### config.mk
export PLATFORM = sky130hd
export DESIGN_NAME = traffic_light_ctrl
export DESIGN_NICKNAME = d
export VERILOG_FILES = /design/src/rtl/traffic_light_ctrl_pkg.sv /design/src/rtl/traffic_light_ctrl_phase_timer.sv /design/src/rtl/traffic_light_ctrl.sv
export SDC_FILE = /design/constraint.sdc
export NUM_CORES = 1
export LEC_CHECK = 0
export ABC_AREA = 1
export BUFFER_PORTS_ARGS = -buffer_cell sky130_fd_sc_hd__buf_2
export CAP_MARGIN = 20
export CELL_PAD_IN_SITES_DETAIL_PLACEMENT = 1
export CELL_PAD_IN_SITES_GLOBAL_PLACEMENT = 1
export CORE_MARGIN = 2
export CORE_UTILIZATION = 43
export DETAILED_ROUTE_END_ITERATION = 16
export PLACE_DENSITY_LB_ADDON = 0.1
export SETUP_SLACK_MARGIN = 0.2
export SYNTH_ARGS = -nofsm -noshare
export SYNTH_HDL_FRONTEND = slang
export SYNTH_SLANG_ARGS = --single-unit
### constraint.sdc
create_clock -name clk -period 5 [get_ports clk]
set_clock_uncertainty 0.05 [all_clocks]
set_input_delay 0.5 -clock clk [delete_from_list [all_inputs] [get_ports clk]]
set_output_delay 0.5 -clock clk [all_outputs]
set_load 0.02 [all_outputs]
### src/rtl/traffic_light_ctrl_pkg.sv
// Shared phase codes, lamp encodings and the phase-to-lamp decode for the
// two-way intersection sequencer.
package traffic_light_ctrl_pkg;

  localparam int unsigned PHASE_W = 3;
  localparam int unsigned LAMP_W  = 3;

  typedef enum logic [PHASE_W-1:0] {
    PH_NS_G = 3'd0,
    PH_NS_Y = 3'd1,
    PH_AR1  = 3'd2,
    PH_EW_G = 3'd3,
    PH_EW_Y = 3'd4,
    PH_AR2  = 3'd5,
    PH_WALK = 3'd6
  } phase_t;

  localparam logic [LAMP_W-1:0] LAMP_R = 3'b100;
  localparam logic [LAMP_W-1:0] LAMP_Y = 3'b010;
  localparam logic [LAMP_W-1:0] LAMP_G = 3'b001;

  typedef struct packed {
    logic [LAMP_W-1:0] ns;
    logic [LAMP_W-1:0] ew;
    logic              walk;
  } lamps_t;

  // Moore decode; anything not a green/yellow phase (including code 7) is all-red.
  function automatic lamps_t decode_lamps(input phase_t ph);
    lamps_t l;
    l.ns   = LAMP_R;
    l.ew   = LAMP_R;
    l.walk = 1'b0;
    case (ph)
      PH_NS_G: l.ns   = LAMP_G;
      PH_NS_Y: l.ns   = LAMP_Y;
      PH_EW_G: l.ew   = LAMP_G;
      PH_EW_Y: l.ew   = LAMP_Y;
      PH_WALK: l.walk = 1'b1;
      default: ;
    endcase
    return l;
  endfunction

endpackage

### src/rtl/traffic_light_ctrl_phase_timer.sv
// Loadable down-counter that times each light phase; load wins over counting
// and is not gated by en so the controller can force a reload.
module phase_timer #(
  parameter int unsigned CW      = 4,
  parameter int unsigned RST_VAL = 0
) (
  input  logic          clk,
  input  logic          clear,
  input  logic          en,
  input  logic          load,
  input  logic [CW-1:0] load_val,
  output logic [CW-1:0] count,
  output logic          zero
);

  assign zero = (count == '0);

  always_ff @(posedge clk or negedge clear) begin
    if (!clear) begin
      count <= CW'(RST_VAL);
    end else if (load) begin
      count <= load_val;
    end else if (en && !zero) begin
      count <= count - CW'(1);
    end
  end

endmodule

### src/rtl/traffic_light_ctrl.sv
// Intersection sequencer: phase FSM driving the phase timer, pedestrian request
// latch and registered lamp decode.
module traffic_light_ctrl
  import traffic_light_ctrl_pkg::*;
#(
  parameter int unsigned G_TIME = 6,
  parameter int unsigned Y_TIME = 2,
  parameter int unsigned R_TIME = 1,
  parameter int unsigned W_TIME = 3,
  parameter int unsigned CW     = 4
) (
  input  logic              clk,
  input  logic              clear,
  input  logic              en,
  input  logic              ped_req,
  output logic [LAMP_W-1:0] ns_light,
  output logic [LAMP_W-1:0] ew_light,
  output logic              walk,
  output logic [PHASE_W-1:0] phase,
  output logic              tc
);

  phase_t        phase_q, phase_nxt;
  logic          ped_q, ped_nxt;
  logic          adv;
  logic          load;
  logic [CW-1:0] load_val;
  logic [CW-1:0] timer;
  logic          timer_zero;
  lamps_t        lamps_nxt;

  // Timer reload value for the first cycle of a phase.
  function automatic logic [CW-1:0] dwell(input phase_t ph);
    logic [CW-1:0] d;
    case (ph)
      PH_NS_Y, PH_EW_Y: d = CW'(Y_TIME - 1);
      PH_AR1, PH_AR2:   d = CW'(R_TIME - 1);
      PH_WALK:          d = CW'(W_TIME - 1);
      default:          d = CW'(G_TIME - 1);
    endcase
    return d;
  endfunction

  phase_timer #(
    .CW      (CW),
    .RST_VAL (G_TIME - 1)
  ) u_timer (
    .clk      (clk),
    .clear    (clear),
    .en       (en),
    .load     (load),
    .load_val (load_val),
    .count    (timer),
    .zero     (timer_zero)
  );

  assign adv   = en & timer_zero;
  assign tc    = timer_zero & en;
  assign phase = PHASE_W'(phase_q);

  // Next phase, timer load and pedestrian latch; a new request beats the WALK clear.
  always_comb begin
    phase_nxt = phase_q;
    ped_nxt   = ped_q | ped_req;
    load      = adv;
    case (phase_q)
      PH_NS_G: if (adv) phase_nxt = PH_NS_Y;
      PH_NS_Y: if (adv) phase_nxt = PH_AR1;
      PH_AR1:  if (adv) phase_nxt = PH_EW_G;
      PH_EW_G: if (adv) phase_nxt = PH_EW_Y;
      PH_EW_Y: if (adv) phase_nxt = PH_AR2;
      PH_AR2: begin
        if (adv) begin
          if (ped_q) begin
            phase_nxt = PH_WALK;
            ped_nxt   = ped_req;
          end else begin
            phase_nxt = PH_NS_G;
          end
        end
      end
      PH_WALK: if (adv) phase_nxt = PH_NS_G;
      default: begin
        phase_nxt = PH_NS_G;
        load      = 1'b1;
      end
    endcase
    load_val  = dwell(phase_nxt);
    lamps_nxt = decode_lamps(phase_nxt);
  end

  always_ff @(posedge clk or negedge clear) begin
    if (!clear) begin
      phase_q  <= PH_NS_G;
      ped_q    <= 1'b0;
      ns_light <= LAMP_G;
      ew_light <= LAMP_R;
      walk     <= 1'b0;
    end else begin
      phase_q  <= phase_nxt;
      ped_q    <= ped_nxt;
      ns_light <= lamps_nxt.ns;
      ew_light <= lamps_nxt.ew;
      walk     <= lamps_nxt.walk;
    end
  end

endmodule

; After elaboration in Yosys (flattened, before gate mapping)
; Cells that the tools add are included.
[word_totals]
romBits = 0
regBits = 15
latchBits = 0
mem_bits_rw = 0
wordCells = 49
in_bits = 4
memories = 0
[op_classes]
shifts = 0
order_cmp = 0
n_addsub = 1
n_mux = 19
reduce_logical = 9
bitwise = 2
div_mod_pow = 0
n_eq_ne = 12
mul = 0
[ops]
columns = operator, count
row1 = $mux 3, 8
row2 = $pmux 3 s7, 1
row3 = $eq 3x3->1 const B, 6
row4 = $eq 3x2->1 const B, 4
row5 = $pmux 3 s2, 2
row6 = $pmux 3 s3, 1
row7 = $mux 4, 2
row8 = $reduce_or 7->1, 1
row9 = $eq 3x1->1 const B, 2
row10 = $logic_not 3->1, 2
row11 = $mux 1, 5
row12 = $logic_not 4->1, 1
row13 = $reduce_or 2->1, 2
row14 = $sub 4x1->4 const B, 1
row15 = $reduce_bool 2->1, 1
row16 = $and 1x1->1, 1
row17 = $logic_and 1x1->1, 1
row18 = $logic_not 1->1, 1
row19 = $or 1x1->1, 1

; Longest topological paths before layout
; Gate-level depths: netlist of run 1.
[logic_depth]
depth_word = 8
depth_mapped = 13
ltp_nobuf = 13

; Cells and area by module
; From an unflattened synthesis of run 1, not the netlist that was laid out.
[unflattened]
hier_cells = 112
hier_area_um2 = 913.4
[by_module_without_submodules]
columns = module, cells_per_inst, instances, seq_area_each_um2, area_each_um2
row1 = traffic_light_ctrl, 66, 1, 277.8, 615.6
row2 = phase_timer, 46, 1, 102.6, 297.8

; Worst setup path after synthesis of run 1
; OpenSTA, ideal clock, no wires.
[synth_path]
path_type = register -> register
startpoint = register u_timer.count[0]
endpoint = register u_timer.count[2]
period_less_slack_ps = 1667
n_path_buf = 0
path_slack_ps = 3333
arrival_time_ps = 1557
stages_incl_launch_ff = 14
path_cell_list = dfstp_2 -> inv_1 -> ha_1 -> nand2_2 -> inv_2 -> nand2_2 -> nand2_1 -> nand2_1 -> nand4_4 -> nand2_1 -> nand2_1 -> nor2_1 -> nand2_1 -> nand2_1
[synth_between]
elab_chain_cells = 8
[synth_lines]
columns = item, line_no
row1 = "start, declared", traffic_light_ctrl_phase_timer.sv:12  ; output logic [CW-1:0] count,
row2 = "start signal, assigned", traffic_light_ctrl_phase_timer.sv:20  ; count <= CW'(RST_VAL);
row3 = "start signal, assigned", traffic_light_ctrl_phase_timer.sv:22  ; count <= load_val;
row4 = "start signal, assigned", traffic_light_ctrl_phase_timer.sv:24  ; count <= count - CW'(1);
row5 = $logic_not 4->1 *, traffic_light_ctrl_phase_timer.sv:16  ; assign zero = (count == '0);
row6 = $and 1x1->1 *, traffic_light_ctrl.sv:57  ; assign adv = en & timer_zero;
row7 = "$mux 3, or another cell as far along", traffic_light_ctrl.sv:82  ; PH_WALK: if (adv) phase_nxt = PH_NS_G;
row8 = $pmux 3 s7 *, traffic_light_ctrl.sv:66  ; case (phase_q)
row9 = named net phase_nxt[1], traffic_light_ctrl.sv:23  ; phase_t phase_q, phase_nxt;
row10 = "$eq 3x2->1, or another cell as far along", traffic_light_ctrl.sv:35  ; case (ph)
row11 = $reduce_or 2->1, traffic_light_ctrl.sv:35
row12 = $pmux 3 s3 *, traffic_light_ctrl.sv:35
row13 = $mux 4 *, traffic_light_ctrl_phase_timer.sv:21  ; end else if (load) begin
; The timed path passes the listed nets; every way through them passes the cells marked *. The select of a mux whose other input is x is not followed.
; A chain may end at the register's enable or synchronous reset.

; Final worst setup path of run 1
[layout_path]
startpoint = register u_timer.count[0]
endpoint = output port tc
[layout_between]
elab_chain_cells = 2
[layout_lines]
columns = item, line_no
row1 = $logic_not 4->1, traffic_light_ctrl_phase_timer.sv:16
row2 = $and 1x1->1, traffic_light_ctrl.sv:58  ; assign tc = timer_zero & en;
row3 = "end, declared", traffic_light_ctrl.sv:20  ; output logic tc
; No other way between the ends.

==> results of run 1 <==
-- cell usage in the layout (no fill, tap or decap), types with 2 or more instances in the layout --
cell	netlist	final
nand2_1	20	20
buf_2	0	14
inv_1	13	13
nor2_1	11	11
dfrtp_1	11	11
nand2_2	5	5
dfstp_2	4	4
nand3_4	3	3
nand3_1	3	3
clkbuf_4	0	3
inv_2	2	2
nor2_2	2	2
nor3_2	2	2
ha_1	2	2
-- area by class of cell --
type / count / area, sq um / share of cell area
multi-input combinational: 61 / 400 / 0.415
sequential: 15 / 380 / 0.394
timing repair buffer: 14 / 70.1 / 0.0725
inverter: 15 / 56.3 / 0.0583
tap: 25 / 31.3 / 0.0324
clock buffer: 3 / 22.5 / 0.0233
clock inverter: 1 / 5.00 / 0.00518
-- layer usage --
| layer | up-vias | global-route usage | wire length [um] |
|---|---|---|---|
| li1 | 319 | - | - |
| met1 | 309 | 0.209 | 737 |
| met2 | 8 | 0.285 | 840 |
| met3 | 2 | 0.0333 | 43 |
| met4 | 0 | 0.0811 | 12 |
| met5 | - | 0 | 0 |
-- worst max-delay path by stage --
stage                     slack, ns              from  depth (start not counted)               end
after floorplan                3.33  u_timer.count[0]                         13  u_timer.count[2]
after global placement         3.21  u_timer.count[0]                         13  u_timer.count[2]
after detailed placement       3.13  u_timer.count[0]                         13  u_timer.count[2]
after CTS                      2.98  u_timer.count[0]                          5                tc
after global routing           2.92  u_timer.count[0]                          5                tc
final                          2.99  u_timer.count[0]                          5                tc
-- worst max-delay path, delay by kind of cell (launching register included) --
family | cells | cell delay (ns)
adder cells (fa/ha/maj) | 1 | 0.21
buffers and inverters | 2 | 0.23
flip-flops | 1 | 0.55
AND/OR/NAND/NOR | 2 | 0.19
-- registers in the layout (all words and copies together) (netlist names) --
register	flops
ew_light	3
ns_light	3
ped_q	1
phase	3
u_timer.count	4
walk	1
-- metrics by stage --
step / cells / power, mW / util / instance area [sq um]
global route: 134 / 0.676 / 0.542 / 966
floorplan: 91 / 0.477 / - / 837
finish: 134 / 0.622 / 0.542 / 966
CTS: 134 / 0.633 / 0.542 / 966
detailed placement: 130 / 0.563 / 0.526 / 938
global placement: 130 / 0.551 / 0.526 / 938
-- logic make-up (layout without fill, tap and decap cells) --
| logic type | count (synthesis) | after routing | share of synthesized area |
|---|---|---|---|
| AND/OR/NAND/NOR | 50 | 50 | 0.365 |
| buffers and inverters | 15 | 33 | 0.0673 |
| XOR/XNOR | 2 | 2 | 0.0209 |
| AO/OA/AOI/OAI | 7 | 7 | 0.0628 |
| flip-flops | 15 | 15 | 0.454 |
| adder cells (fa/ha/maj) | 2 | 2 | 0.0299 |
-- where the power goes --
part / internal [mW] / leakage [nW] / total (mW) / switching [mW]
Combinational: 0.122 / 0.321 / 0.339 / 0.217
Sequential: 0.179 / 0.180 / 0.216 / 0.0375
Clock: 0.0297 / 0.0177 / 0.0672 / 0.0376
==> flow_summary.yaml, run 1 <==
floorplan:
  rows: 15
  dieArea_sq_mm: 0.00232
  initial_core_util: 0.469
  coreArea_sq_mm: 0.00178
  die_h_um: 48.1
  io_pins: 15
  die_x_um: 48.1
yosys:
  synthFlopType: "dfrtp_1"
  synth_top_area_frac: 0.329
  syn_nets: 97
  synth_area_sq_um: 837
  synth_cell_types: 25
  yosysMostFrequentCell: "nand2_1"
  ys_seq_area_frac: 0.454
  synth_common_cells: "nand2_1, inv_1, dfrtp_1, nor2_1, nand2_2"
  synth_seq_cells: 15
  post-synth-top-area-cell: "dfrtp_1"
  syn_area_per_cell_sq_um: 9.20
  synth_edf_count: 0
  synthCells: 91
  ys_async_sr_fraction: 1.00
  synth_area_leaders: "dfrtp_1, dfstp_2, nand2_1, nand3_4, inv_1"
  yosysWarnings: 0
detailed_routing:
  vias_per_cell: 4.76
  remaining_drc_errors: 0
  wl_per_cell_um: 12.2
  dr_total_vias: 638
  drt_iter0_markers: 2
  routed_wl_um: 1630
  antenna_left: 0
  dr.pass1.iters: 3
global_route:
  grt_overflow: 0
  grt_pass1_wl_um: 2640
  grt_pass1_vias: 617
  antenna_found_initial: 0
  grt_max_degree: 16
  grt_util_all_layers: 0.170
clock_tree:
  cts_setup_buffers: 0
  cts_hold_buf: 0
  clock_latency_ns: 0.28
  cts.sinks: 15
  ctsResizeCount: 0
  numCtsBuffers: 3
  clk_pin_slew_ns: 0.09
  clockRootBuffer: "clkbuf_4"
  htree_levels: 1
  cts_tree: "built"
  cts_max_path_buffers: 2
timing:
  tightest_slew_ns: 0.342
  whs_ns: 0.0581
  final_max_slew_viol_count: 0
  finalSetupViolations: 0
  totalNegativeSetupSlack_ns: 0
  max_freq_mhz: 498
  hold_viol: 0
  grt_setup_unrepaired: "no"
  relSlewSlack: 0.772
  finalCritPeriodShare: 0.401
  setup_ws_ns: 2.99
  period_needed_ns: 2.01
power_and_ir_drop:
  cellPowerDensity_mw_per_mm2: 644
  ir_worst_vdd_mv: 0.344
  p_leak_nw: 0.519
worst_setup_path:
  slowest_stage: "dfstp_2"
  cp_max_fo: 6
  critPathKind: "flip-flop to output port"
  r2r-start: "u_timer.count[0]"
  crit_path_start_kind: "flip-flop"
  arrival_ns: 1.46
  r2r_slack_ns: 3.12
  reg2reg_depth: 13
  crit_chain: "inv_1 > ha_1 > nand2_2 > nor2_8 > buf_2"
  r2r_end: "u_timer.count[2]"
  end_kind: "output port"
  cpPeakStageDelay_ns: 0.55
  required_ns: 4.45
placement:
  detailedPlace.worstSlack_ns: 3.13
  gp_congestion: 0.841
  io_buffer_count: 14
  dpl.hpwl_um: 1320
final_layout:
  drive_gt1_frac: 0.367
  fillCellCount: 221
  num_antenna_cells: 0
  areaGrowthSynthToFinish_pct: 15.4
  fin_nets: 116
flow_run:
  maxCapViolations: 0
status:
  status: "finished clean"
worst_hold_path:
  hold_class: "input pin to async pin"
Power figures use the tool's default switching activity.
==> run 2, diff against run 1 <==
- ABC_AREA: 1 -> 0
- CORE_UTILIZATION: 43 -> 40
- clock period: 5 -> 2.1 ns (I/O delays scaled with it)
==> run 2 against run 1 <==
Compared with the run above: critical path depth grew 1; setup slack lost 2.7 ns; global-route usage shrank 0.52 points; synthesized cell count shrank 11%; critical endpoint is now u_timer.count[0]; register-to-register slack lost 2.8 ns; clock power grew 140%; sequential share of layout area grew 0.78 points; cell count shrank 4.5%; flip-flop and latch count is the same; highest routed layer unchanged; final area shrank 1.9%.
==> flow_summary.yaml, run 2 <==
worst_setup_path:
  crit_chain: "inv_1 > ha_2 > nand4bb_1 > buf_4 > and3_1 > or4_1"
  end_kind: "flip-flop"
  reg2reg_depth: 6
  slowest_stage: "or4_1"
  cp_max_fo: 3
  r2r_slack_ns: 0.32
  arrival_ns: 1.94
  crit_path_start_kind: "flip-flop"
  r2r_end: "u_timer.count[0]"
  crit_start: "u_timer.count[1]"
  required_ns: 2.26
  cpPeakStageDelay_ns: 0.46
  critPathKind: "flip-flop to flip-flop"
  r2r-start: "u_timer.count[1]"
clock_tree:
  clockRootBuffer: "clkbuf_4"
  clock_latency_ns: 0.28
  clk_pin_slew_ns: 0.09
  cts_tree: "built"
  numCtsBuffers: 3
  cts_max_path_buffers: 2
  cts.sinks: 15
  htree_levels: 1
placement:
  io_buffer_count: 14
  dpl.hpwl_um: 1270
  gp_congestion: 0.753
floorplan:
  rows: 16
  die_x_um: 48.4
  coreArea_sq_mm: 0.00190
  die_h_um: 48.4
  dieArea_sq_mm: 0.00234
  io_pins: 15
  initial_core_util: 0.414
detailed_routing:
  routed_wl_um: 1820
  drt_iter0_markers: 8
  dr.pass1.iters: 4
  wl_per_cell_um: 14.2
  remaining_drc_errors: 0
  antenna_left: 0
  vias_per_cell: 5.17
  dr_total_vias: 662
yosys:
  synth_edf_count: 0
  synth_area_leaders: "dfrtp_1, dfstp_2, a21oi_1, inv_1, o211ai_1"
  synthCells: 81
  synth_area_sq_um: 787
  synth_top_area_frac: 0.350
  yosysWarnings: 0
  syn_area_per_cell_sq_um: 9.72
  synth_seq_cells: 15
  synth_common_cells: "dfrtp_1, inv_1, nor2_1"
  post-synth-top-area-cell: "dfrtp_1"
  yosysMostFrequentCell: "dfrtp_1"
  ys_async_sr_fraction: 1.00
  synthFlopType: "dfrtp_1"
  ys_seq_area_frac: 0.483
  syn_nets: 87
  synth_cell_types: 35
final_layout:
  areaGrowthSynthToFinish_pct: 20.3
  drive_gt1_frac: 0.307
  num_antenna_cells: 0
  final_common_cell: "buf_2"
  fin_nets: 108
  most-common-layout-cells: "buf_2, dfrtp_1, inv_1, nor2_1"
  largest_register_ffs: 4
  largest-register: "u_timer.count"
flow_run:
  maxCapViolations: 0
global_route:
  grt_pass1_vias: 648
  grt_pass1_wl_um: 2980
  grt_max_degree: 16
  grt_util_all_layers: 0.165
  antenna_found_initial: 0
  grt_overflow: 0
timing:
  grt_setup_unrepaired: "no"
  period_needed_ns: 1.78
  final_max_slew_viol_count: 0
  relSlewSlack: 0.741
  max_freq_mhz: 562
  hold_viol: 0
  finalSetupViolations: 0
  whs_ns: 0.0729
  tightest_slew_ns: 0.388
  totalNegativeSetupSlack_ns: 0
  finalCritPeriodShare: 0.847
worst_hold_path:
  min_path_cells: 2
  timing.hold.worst.start: "ped_req"
  hold_class: "input pin to flip-flop"
  min_to: "ped_q"
power_and_ir_drop:
  p_leak_nw: 0.450
  cellPowerDensity_mw_per_mm2: 1490
  ir_worst_vdd_mv: 0.867
status:
  status: "finished clean"
## run 2: cell count changes after synthesis, moves of 4 or more
cell,change
a21oi_1,+6
inv_1,-5
nand2_1,-17
nand2_2,-5
nor2_1,-4
o211ai_1,+4
## run 2: how the worst max path moves through the flow
stage                     slack (ns)               end  depth (start not counted)
after CTS                       0.22                tc                          5
after global placement          0.35       ns_light[2]                          6
after global routing            0.22  u_timer.count[0]                          6
final                           0.32  u_timer.count[0]                          6
after floorplan                 0.38  u_timer.count[0]                          6
after detailed placement        0.24          phase[1]                          6
## run 2: per-layer routing
layer | global-route usage | wire [um]
met1 | 0.197 | 827
met2 | 0.289 | 914
met3 | 0.0216 | 46
met4 | 0.0857 | 31
met5 | 0 | 0
## run 2: cell families (layout without fill, tap and decap cells)
| logic type | count (synthesis) | count (layout) | share of synthesized area |
|---|---|---|---|
| xor gates and xnor gates | 1 | 1 | 0.0111 |
| and+or+nand+nor | 30 | 30 | 0.211 |
| DFF | 15 | 15 | 0.483 |
| adders and majority gates | 2 | 2 | 0.0318 |
| AOI/OAI and AO/OA | 19 | 19 | 0.176 |
| muxes | 1 | 1 | 0.0127 |
| buffers and inverters | 13 | 33 | 0.0731 |
## run 2: final cells by class
class | instances | area, sq um
multi-input combinational | 53 | 352
timing repair buffer | 21 | 125
inverter | 8 | 30.0
fill | 231 | 955
tap | 27 | 33.8
clock buffer | 4 | 26.3
sequential | 15 | 380
## run 2: critical path, delay by kind of cell, from the launching register on
family	cells	cell delay [ns]
and+or+nand+nor	3	0.79
DFF	1	0.39
adders and majority gates	1	0.19
buffers and inverters	2	0.28
## run 2: through the flow
stage,worst slack [ns],area (sq um),std cells,utilization,power [mW]
2_1_floorplan,0.381,787,81,-,1.02
3_3_place_gp,0.348,878,119,0.462,1.19
3_5_place_dp,0.239,878,119,0.462,1.21
4_1_cts,0.217,922,125,0.485,1.39
5_1_grt,0.223,947,128,0.498,1.52
6_report,0.322,947,128,0.498,1.41
## run 2: timing repair
item | in CTS | in global routing
setup endpoints to repair | 1 | 2
setup buffers | 1 | 3
resized for setup | 1 | 1
hold buffers | 1 | 0
pin swaps | 1 | 1
hold endpoints to repair | 11 | 0
cloned | 0 | 0
## run 2: where the power goes
part	internal [mW]	switching, mW	total (mW)
logic	0.297	0.425	0.722
clock network	0.0738	0.0894	0.163
registers	0.416	0.106	0.522
==> run 3, diff against run 2 <==
- CORE_UTILIZATION: 40 -> 36
- clock period: 2.1 -> 1.6 ns (I/O delays scaled with it)
==> run 3 against run 2 <==
Compared with the run above: via count is 13% higher; critical path depth stayed put; first-iteration DRC count is 38% higher; cell count is 8.6% higher; final area is 26% higher; die area is 10% higher; global-route usage is 3.1 points higher; flip-flop and latch count stayed put; the run now ends with negative setup slack left; sequential power is 23% higher.
==> flow_summary.yaml, run 3 (synthesis gave the netlist of run 2 again) <==
power_and_ir_drop:
  cellPowerDensity_mw_per_mm2: 2010
  p_leak_nw: 0.558
  ir_worst_vdd_mv: 1.06
timing:
  finalCritPeriodShare: 1.04
  max_freq_mhz: 601
  final_max_slew_viol_count: 0
  period_needed_ns: 1.66
  relSlewSlack: 0.753
  finalSetupViolations: 6
  grt_setup_unrepaired: "yes"
  hold_viol: 0
  tightest_slew_ns: 0.365
  setup_ws_ns: -0.0642
floorplan:
  io_pins: 15
  rows: 16
  die_x_um: 50.8
  die_h_um: 50.8
  coreArea_sq_mm: 0.00200
  initial_core_util: 0.393
  dieArea_sq_mm: 0.00258
global_route:
  grt_pass1_wl_um: 3710
  grt_max_degree: 16
  grt_util_all_layers: 0.195
  grt_overflow: 0
  grt_pass1_vias: 763
  antenna_found_initial: 0
final_layout:
  largest_register_ffs: 4
  most-common-layout-cells: "buf_2, buf_4, dfrtp_1"
  fin_nets: 119
  largest-register: "u_timer.count"
  final_common_cell: "buf_2"
  areaGrowthSynthToFinish_pct: 51.7
  final_cells: 139
  fin_area_sq_mm: 0.00119
  num_antenna_cells: 0
  drive_gt1_frac: 0.518
worst_setup_path:
  reg2reg_depth: 7
  r2r-start: "u_timer.count[1]"
  slowest_stage: "dfstp_2"
  crit_start: "u_timer.count[0]"
  r2r_end: "u_timer.count[1]"
  r2r_slack_ns: -0.05
  required_ns: 1.39
  crit_path_start_kind: "flip-flop"
  arrival_ns: 1.45
  critPathKind: "flip-flop to output port"
  end_kind: "output port"
  cpPeakStageDelay_ns: 0.56
  crit_path_frequent_cell: "inv_2"
  cp_max_fo: 4
  crit_chain: "inv_2 > ha_4 > nand4bb_4 > inv_2 > buf_12 > buf_8"
worst_hold_path:
  hold_class: "input pin to flip-flop"
  min_to: "ped_q"
  min_path_cells: 2
  timing.hold.worst.start: "ped_req"
clock_tree:
  htree_levels: 1
  numCtsBuffers: 3
  cts_tree: "built"
  clock_latency_ns: 0.29
  clockRootBuffer: "clkbuf_4"
  cts.sinks: 15
  clk_pin_slew_ns: 0.09
  cts_max_path_buffers: 2
detailed_routing:
  drt_iter0_markers: 11
  dr.pass1.iters: 4
  vias_per_cell: 5.40
  remaining_drc_errors: 0
  antenna_left: 0
  routed_wl_um: 2220
  wl_per_cell_um: 15.9
  dr_total_vias: 750
placement:
  placed_area_sq_um: 998
  dpl.hpwl_um: 1450
  dp_cells: 127
  gp_congestion: 0.722
  io_buffer_count: 14
flow_run:
  maxCapViolations: 0
status:
  status: "finished, violations left"
  violations: "negative setup slack"
==> run 3: changes by cell type in the layout (fill, tap and decap cells not counted), sizes merged <==
cell and change:
buf +11
==> run 3: timing repair <==
item                       in CTS  in global routing
setup endpoints to repair      14                 16
gates resized for setup        13                  9
buffers inserted                4                  3
gates cloned                    0                  0
hold buffers                    1                  0
hold endpoints to repair       15                  0
pin swaps                       3                  4
==> run 3: worst max-delay path: cells and delay by family, from the launching register on <==
family	cells	cell delay, ns
adder cells (fa/ha/maj)	1	0.16
buffers and inverters	4	0.34
flip-flops	1	0.56
AND/OR/NAND/NOR	1	0.10
==> run 3: through the flow <==
step	worst slack [ns]	hold slack (ns)	setup TNS (ns)	total power, mW	utilization
2_1_floorplan	-0.0195	-0.186	-0.0195	1.46	-
3_3_place_gp	0.0340	0.0311	0	1.79	0.499
3_5_place_dp	-0.00466	0.0316	-0.00466	1.83	0.499
4_1_cts	-0.0639	0.0134	-0.0860	2.26	0.565
5_1_grt	-0.122	0.0256	-0.766	2.58	0.596
6_report	-0.0642	0.0187	-0.197	2.40	0.596
==> run 3: routing by layer <==
layer,wire length [um],vias up,track usage
met3,59,4,0.0268
met5,0,-,0
met1,989,378,0.244
li1,-,355,-
met2,1130,13,0.329
met4,32,0,0.0946
==> run 3: layout make-up <==
cell class / instances / area, sq um
Fill cell: 226 / 808
Multi-Input combinational cell: 53 / 477
Sequential cell: 15 / 382
Timing Repair Buffer: 32 / 245
Tap cell: 27 / 33.8
Inverter: 8 / 30.0
Clock buffer: 4 / 26.3
==> run 3: worst max-delay path by stage <==
stage                                  end  depth (start not counted)
after detailed placement  u_timer.count[0]                          5
after CTS                               tc                          6
after global routing                    tc                          6
final                                   tc                          6
after floorplan           u_timer.count[0]                          6
after global placement    u_timer.count[0]                          5
==> run 3: where the power goes <==
| part | internal [mW] | switching, mW | total, mW |
|---|---|---|---|
| clock network | 0.0970 | 0.126 | 0.223 |
| registers | 0.550 | 0.0915 | 0.641 |
| logic | 0.710 | 0.822 | 1.53 |
| total | 1.36 | 1.04 | 2.40 |
